**src/rtl/pipe_ctrl_pkg.sv**
```systemverilog
// Shared definitions for the pipeline-control stage: hazard choice codes,
// the resolved per-cycle decision and the code-normalising helper.
package pipe_ctrl_pkg;

    localparam logic [1:0]  CH_FLUSH = 2'b00;
    localparam logic [1:0]  CH_LOAD  = 2'b01;
    localparam logic [1:0]  CH_KEEP  = 2'b10;

    localparam logic [31:0] PC_RESET_DEFAULT = 32'h0000_0000;

    typedef enum logic [2:0] {
        DEC_LOAD,
        DEC_EXT_STALL,
        DEC_BRANCH,
        DEC_LU_STALL,
        DEC_JUMP
    } decision_t;

    // The unused encoding 2'b11 behaves as a plain load.
    function automatic logic [1:0] norm_code(input logic [1:0] code);
        return (code == 2'b11) ? CH_LOAD : code;
    endfunction

endpackage

```
**src/rtl/pipe_ctrl_sat_counter.sv**
```systemverilog
// Saturating event counter with synchronous active-low clear.
module sat_counter #(
    parameter int W = 16
) (
    input  logic         clk,
    input  logic         clr_n,
    input  logic         inc,
    output logic [W-1:0] count
);

    always_ff @(posedge clk) begin
        if (!clr_n) begin
            count <= '0;
        end else if (inc && (count != {W{1'b1}})) begin
            count <= count + 1'b1;
        end
    end

endmodule

```
**src/rtl/pipe_ctrl.sv**
```systemverilog
// Resolves the load-use, jump and branch hazard choices into one decision
// per cycle; owns the PC and IF/ID registers and the event counters.
module pipe_ctrl
    import pipe_ctrl_pkg::*;
#(
    parameter logic [31:0] PC_RESET = PC_RESET_DEFAULT,
    parameter int          CNT_W    = 16
) (
    input  logic             clk,
    input  logic             reset,
    input  logic [1:0]       lu_pc_choice,
    input  logic [1:0]       lu_ifid_choice,
    input  logic [1:0]       lu_idex_choice,
    input  logic [1:0]       j_ifid_choice,
    input  logic [1:0]       b_ifid_choice,
    input  logic [1:0]       b_idex_choice,
    input  logic             ext_stall,
    input  logic [31:0]      pc_next,
    input  logic [31:0]      if_instr,
    input  logic [31:0]      if_pc_plus4,
    output logic [31:0]      pc,
    output logic [31:0]      ifid_instr,
    output logic [31:0]      ifid_pc_plus4,
    output logic             ifid_valid,
    output logic [1:0]       idex_choice,
    output logic [CNT_W-1:0] stall_cnt,
    output logic [CNT_W-1:0] flush_cnt,
    output logic             code_err
);

    logic      b_flush, j_flush, lu_keep, lu_flush, bad_code;
    decision_t decision;
    logic      pc_load, ifid_load, ifid_flush, stall_inc, flush_inc;

    always_comb begin
        b_flush  = (norm_code(b_ifid_choice) == CH_FLUSH) ||
                   (norm_code(b_idex_choice) == CH_FLUSH);
        j_flush  = (norm_code(j_ifid_choice) == CH_FLUSH);
        lu_keep  = (norm_code(lu_pc_choice) == CH_KEEP) ||
                   (norm_code(lu_ifid_choice) == CH_KEEP);
        lu_flush = (norm_code(lu_idex_choice) == CH_FLUSH);
        bad_code = (lu_pc_choice == 2'b11) || (lu_ifid_choice == 2'b11) ||
                   (lu_idex_choice == 2'b11) || (j_ifid_choice == 2'b11) ||
                   (b_ifid_choice == 2'b11) || (b_idex_choice == 2'b11);
    end

    // Branch beats load-use (older instruction); load-use beats jump so a jr
    // never redirects on a stale rs.
    always_comb begin
        decision = DEC_LOAD;
        if (ext_stall)    decision = DEC_EXT_STALL;
        else if (b_flush) decision = DEC_BRANCH;
        else if (lu_keep) decision = DEC_LU_STALL;
        else if (j_flush) decision = DEC_JUMP;
    end

    always_comb begin
        idex_choice = CH_LOAD;
        pc_load     = 1'b0;
        ifid_load   = 1'b0;
        ifid_flush  = 1'b0;
        stall_inc   = 1'b0;
        flush_inc   = 1'b0;
        case (decision)
            DEC_EXT_STALL: begin
                idex_choice = CH_KEEP;
                stall_inc   = 1'b1;
            end
            DEC_BRANCH: begin
                idex_choice = CH_FLUSH;
                pc_load     = 1'b1;
                ifid_flush  = 1'b1;
                flush_inc   = 1'b1;
            end
            DEC_LU_STALL: begin
                idex_choice = lu_flush ? CH_FLUSH : CH_LOAD;
                stall_inc   = 1'b1;
            end
            DEC_JUMP: begin
                pc_load    = 1'b1;
                ifid_flush = 1'b1;
                flush_inc  = 1'b1;
            end
            default: begin
                pc_load   = 1'b1;
                ifid_load = 1'b1;
            end
        endcase
    end

    always_ff @(posedge clk) begin
        if (!reset) begin
            pc            <= PC_RESET;
            ifid_instr    <= '0;
            ifid_pc_plus4 <= '0;
            ifid_valid    <= 1'b0;
            code_err      <= 1'b0;
        end else begin
            if (pc_load) pc <= pc_next;
            if (ifid_flush) begin
                ifid_instr    <= '0;
                ifid_pc_plus4 <= '0;
                ifid_valid    <= 1'b0;
            end else if (ifid_load) begin
                ifid_instr    <= if_instr;
                ifid_pc_plus4 <= if_pc_plus4;
                ifid_valid    <= 1'b1;
            end
            if (bad_code) code_err <= 1'b1;
        end
    end

    sat_counter #(.W(CNT_W)) u_stall_cnt (
        .clk   (clk),
        .clr_n (reset),
        .inc   (stall_inc),
        .count (stall_cnt)
    );

    sat_counter #(.W(CNT_W)) u_flush_cnt (
        .clk   (clk),
        .clr_n (reset),
        .inc   (flush_inc),
        .count (flush_cnt)
    );

endmodule

```
**config.mk**
```make
export PLATFORM = sky130hd
export DESIGN_NAME = pipe_ctrl
export DESIGN_NICKNAME = d
export VERILOG_FILES = /design/src/rtl/pipe_ctrl_pkg.sv /design/src/rtl/pipe_ctrl_sat_counter.sv /design/src/rtl/pipe_ctrl.sv
export SDC_FILE = /design/constraint.sdc
export NUM_CORES = 1
export LEC_CHECK = 0
export ABC_AREA = 1
export BUFFER_PORTS_ARGS = -buffer_cell sky130_fd_sc_hd__buf_2
export CAP_MARGIN = 20
export CORE_ASPECT_RATIO = 0.8
export CORE_MARGIN = 2
export CORE_UTILIZATION = 43
export DETAILED_ROUTE_END_ITERATION = 8
export PLACE_DENSITY = 0.84
export REMOVE_ABC_BUFFERS = 1
export SYNTH_ARGS = -nofsm -noshare
export SYNTH_HDL_FRONTEND = slang
export SYNTH_SLANG_ARGS = --single-unit
```
**constraint.sdc**
```tcl
create_clock -name clk -period 1.6 [get_ports clk]
set_input_delay 0.24 -clock clk [delete_from_list [all_inputs] [get_ports clk]]
set_output_delay 0.24 -clock clk [all_outputs]
set_load 0.005 [all_outputs]
```
== Yosys cells after proc, flatten, opt, wreduce, memory -nomap -nowiden ==
Index checks and enable logic that the tools add are counted.
Cells by class
  $add $sub $neg: 2
  eq/ne operators: 14
  bitwise logic cells: 1
  muxes and demuxes: 14
  reduce and logical (&&, ||, !) cells: 17
Operators with widths (count)
  adder 16 x 1 -> 16 bit, second input constant: 2
  != test 16 bit, second input constant: 2
  == test 2 bit, second input constant: 8
  two-way mux 2 bit: 6
  two-way mux 3 bit: 4
  logical NOT 2 bit: 4
  logical OR 1 bit: 7
  == test 3 x 2 -> 1 bit, second input constant: 2
  one-hot mux 2 bit (3 select lines): 1
  OR reduction 2 bit: 3
  OR reduction 4 bit: 1
  == test 3 x 1 -> 1 bit, second input constant: 1
  == test 3 bit, second input constant: 1
  two-way mux 1 bit: 3
  logical AND 1 bit: 2
  NOT 1 bit: 1
Storage, ports and cells
  word-level logic and storage cells: 55
  output and inout port bits: 132
  register bits: 130
  bits of input ports: 111

== Logic depth before layout (Yosys ltp) ==
  depth in word-level cells: 11
  gate-level depth with buffers: 10
  mapped depth without buffers: 10

== Hierarchy ==
A second synthesis with hierarchy kept.
Unflattened totals
  cell total of the unflattened synthesis: 887
  area, all modules: 6059.6 µm²
By module, submodules not included
  pipe_ctrl: area an instance 4067.7 µm², instances 1, seq. area each 1961.9 µm², cells an instance 589
  sat_counter: area an instance 996.0 µm², instances 2, seq. area each 320.3 µm², cells an instance 149

== Worst setup path after synthesis ==
Ideal clock, no wire load.
  path kind: register to register
  start: register u_stall_cnt.count[0]
  end: register u_stall_cnt.count[0]
  slack: -0.013 ns
  period minus slack after synthesis: 1.613 ns
  library setup time: 0.116 ns
  data required time: 1.484 ns
  buffers on the path: 1
  data arrival time: 1.497 ns
  stages on the path, launching flop included: 10
  cells stage by stage: dfxtp_1 ha_1 inv_1 nor2_1 nand2_1 nor2_1 nor2_2 buf_2 nor2_1 nor2_1
Between the ends
  cells in the longest elaborated chain, start to end: 2
  elaborated cells between the ends (all ways): 3
  classes of those cells: 1 x add/sub; 1 x eq/ne; 1 x reduce/logical
Ends and longest elaborated chain
  start, declared: line pipe_ctrl_sat_counter.sv:8  | output logic [W-1:0] count
  start signal, assigned: line pipe_ctrl_sat_counter.sv:15  | count <= count + 1'b1;
  branches (longest 2 deep; another with adder 16 x 1 -> 16 bit)
Parallel ways; which one is timed is not known.
A chain may end at the register's enable or synchronous reset.

== Worst setup path after layout ==
  start: register u_flush_cnt.count[5]
  end: register u_flush_cnt.count[1]
Between the ends
  cells in the longest elaborated chain, start to end: 2
Ends and longest elaborated chain
  start, declared: line pipe_ctrl_sat_counter.sv:8
  start signal, assigned: line pipe_ctrl_sat_counter.sv:15
  != test 16 bit: line pipe_ctrl_sat_counter.sv:14  | end else if (inc && (count != {W{1'b1}})) begin
  logical AND 1 bit: line pipe_ctrl_sat_counter.sv:14
Every way passes these cells.

==> flow_summary.yaml <==
power:
  pwr-share-comb_pct: 11.9
  totalPowerFinal_mw: 8.39
  power_leakage_nw: 3.53
  seqPwrFrac_pct: 41.5
  switching_share_pct: 26.2
  power_density_nw_per_um2: 1090
  power.switching_mw: 2.20
  peakVddDrop_uv: 958
  pwr-share-clk_pct: 46.6
  p_int_mw: 6.19
status:
  outcome: "finished clean"
timing:
  timing.hold.ws_ns: 0.0716
  finClkSkew_ns: 0.00569
  rsz0062_at_grt: "no"
  finalSetupViolations: 0
  min_period_ns: 1.46
  finalCritPeriodShare_pct: 91.4
  slew_viol_final: 0
  tightest_slew_ns: 0.517
  finalHoldViolCount: 0
  relSlewSlack_pct: 65.5
  max_freq_mhz: 684
floorplanning:
  die_area_um2: 13700
  start_util_pct: 44.6
  rows: 36
  io_pins: 243
  core_um2: 12300
  die_w_um: 131
  die_h_um: 105
yosys:
  ys_ff_latch: 130
  synth_edf_count: 0
  synth_area_leaders: "dfxtp_1 47%, nand2_1 13%, a21oi_1 8.5%"
  async_reset_ff_share_pct: 0
  yosysSeqAreaShare_pct: 47.2
  synthesis.area_um2: 5510
  synth_area_per_cell_um2: 7.17
  synth_top_area_cell: "dfxtp_1"
  synth.most_common_cell: "nand2_1"
  syn_inst: 769
  synthFlopType: "dfxtp_1"
  yosys_warnings: 0
  synth.distinct_cells: 22
  synthTopCellsByCount: "188 x nand2_1, 130 x dfxtp_1, 113 x nor2_1"
  synth_top_area_share_pct: 47.2
worst_setup_path:
  worst_ep_arrival_time_ns: 1.76
  critical_path_class: "reg -> reg"
  crit_required_ns: 1.89
  crit_fanout: 14
  max_stage_delay_ns: 0.45
  cp-end-kind: "flop"
  slowest_stage: "dfxtp_1"
  crit_top_cell: "nor2_1"
  path_cells: "nand2_1 > nor2_1 > nand2_2 > nor2_4 > nor2_2 > buf_12 > o21ai_0 > nor2_1"
  start_kind: "flop"
place:
  dp_hpwl_mm: 11.3
  placed_cells: 1171
  place_congestion: 0.876
  numPortBuffers: 242
route:
  viasPerCell: 5.04
  drc: 0
  vias: 6071
  drtIter0Drc: 394
  final_antenna_net_count: 0
  wl_mm: 16.3
  post_drt_wl_per_cell_um: 13.5
  dr.pass1.iters: 5
finish:
  stdcell_count: 1204
  drive_gt1_share_pct: 32.1
  num_antenna_cells: 0
  nNetsFinal: 1133
  syn_to_final_growth_pct: 40.3
global_route:
  grt_pass1_vias: 5443
  antenna_found_initial: 0
  grt_max_degree: 60
  overflow: 0
  grt_pass1_wl_mm: 25.8
  track_usage_pct: 23.1
clocking:
  clk_pin_slew_ns: 0.06
  cts_buffers: 17
  cts_buffer_depth: 2
  cts_tree: "yes"
  cts.sinks: 130
  clock_latency_ns: 0.41
  cts-root-buf: "clkbuf_16"
  cts_max_level: 4
hold_path:
  hold_path.class: "in -> reg"
job:
  maxCapViolCount: 0
-- placed cells by master (no fill, tap or decap), drive strengths merged --
master and count:
nand2 193, bufinv 2, nor2 119, o21ai 53, clkinv 3, a41oi 1
inv 35, xor2 6, a21oi 95, nand4 10, ha 2, dfxtp 130
clkinvlp 1, buf 277, clkbuf 18, xnor2 7, nor3 2, nand3 79
-- final cells by class --
cell class                 count  area, um^2
fill                        1090        4610
multi-input combinational    567        2630
tap                          171         214
timing repair buffer         277        1580
clock buffer                  18         429
inverter                      27         101
clock inverter                14         166
sequential                   130        2610
-- flip-flops by register name, summed over array words and instances (netlist names) --
register,flops
code_err,1
ifid_instr,32
ifid_pc_plus4,32
ifid_valid,1
pc,32
u_flush_cnt.count,16
u_stall_cnt.count,16
-- metal layers --
layer,vias to the layer above,GRT usage [%],routed length [um]
met5,-,0,0
met4,0,7.29,346
met3,27,6.55,1230
met2,255,37.1,7710
met1,2764,30.1,6960
li1,3025,-,-
-- cell families after synthesis --
| group | synth area share [%] |
|---|---|
| buffers and inverters | 6.13 |
| AND/OR/NAND/NOR | 30.3 |
| XOR/XNOR | 2.07 |
| AO/OA/AOI/OAI | 13.8 |
| adder cells (fa/ha/maj) | 0.454 |
| flip-flops | 47.2 |
-- path summary, 6_finish.rpt --
check                       startpoint  cells past startpoint                   end  slack [ns]
setup / recovery  u_flush_cnt.count[5]                      8  u_flush_cnt.count[1]        0.14
hold / removal              pc_next[8]                      3                 pc[8]        0.07
setup reg to reg  u_flush_cnt.count[5]                      8  u_flush_cnt.count[1]        0.14
hold reg to reg      ifid_pc_plus4[20]                      2     ifid_pc_plus4[20]        0.46
-- worst max-delay path: cells and delay by family, from the launching register on --
kind | cells | cell delay [ns]
simple gates | 6 | 0.61
flops | 1 | 0.45
buf+inv | 1 | 0.15
compound gates | 1 | 0.13
-- power by group through the flow --
stage / combinational (mW) / sequential [mW] / clock (mW)
6_report: 1.00 / 3.48 / 3.91
3_5_place_dp: 0.990 / 3.54 / 0
4_1_cts: 0.992 / 3.48 / 3.97
2_1_floorplan: 0.407 / 3.57 / 0
3_3_place_gp: 0.973 / 3.54 / 0
5_1_grt: 1.12 / 3.50 / 4.13
-- what timing repair did --
item	in CTS	in global routing
gates resized for setup	0	16
buffers inserted	0	0
setup endpoints to repair	0	30
hold buffers	0	0
-- through the flow --
step	setup TNS, ns	utilization, %	setup slack, ns	area, um^2
5_1_grt	0	62.6	0.00897	7730
3_5_place_dp	0	57.2	0.0376	7060
4_1_cts	0	62.1	0.00120	7660
2_1_floorplan	-125.21	-	-1.48	5270
3_3_place_gp	0	57.2	0.0624	7060
6_report	0	62.6	0.137	7730
No activity file was read; power rests on OpenSTA's default activity.
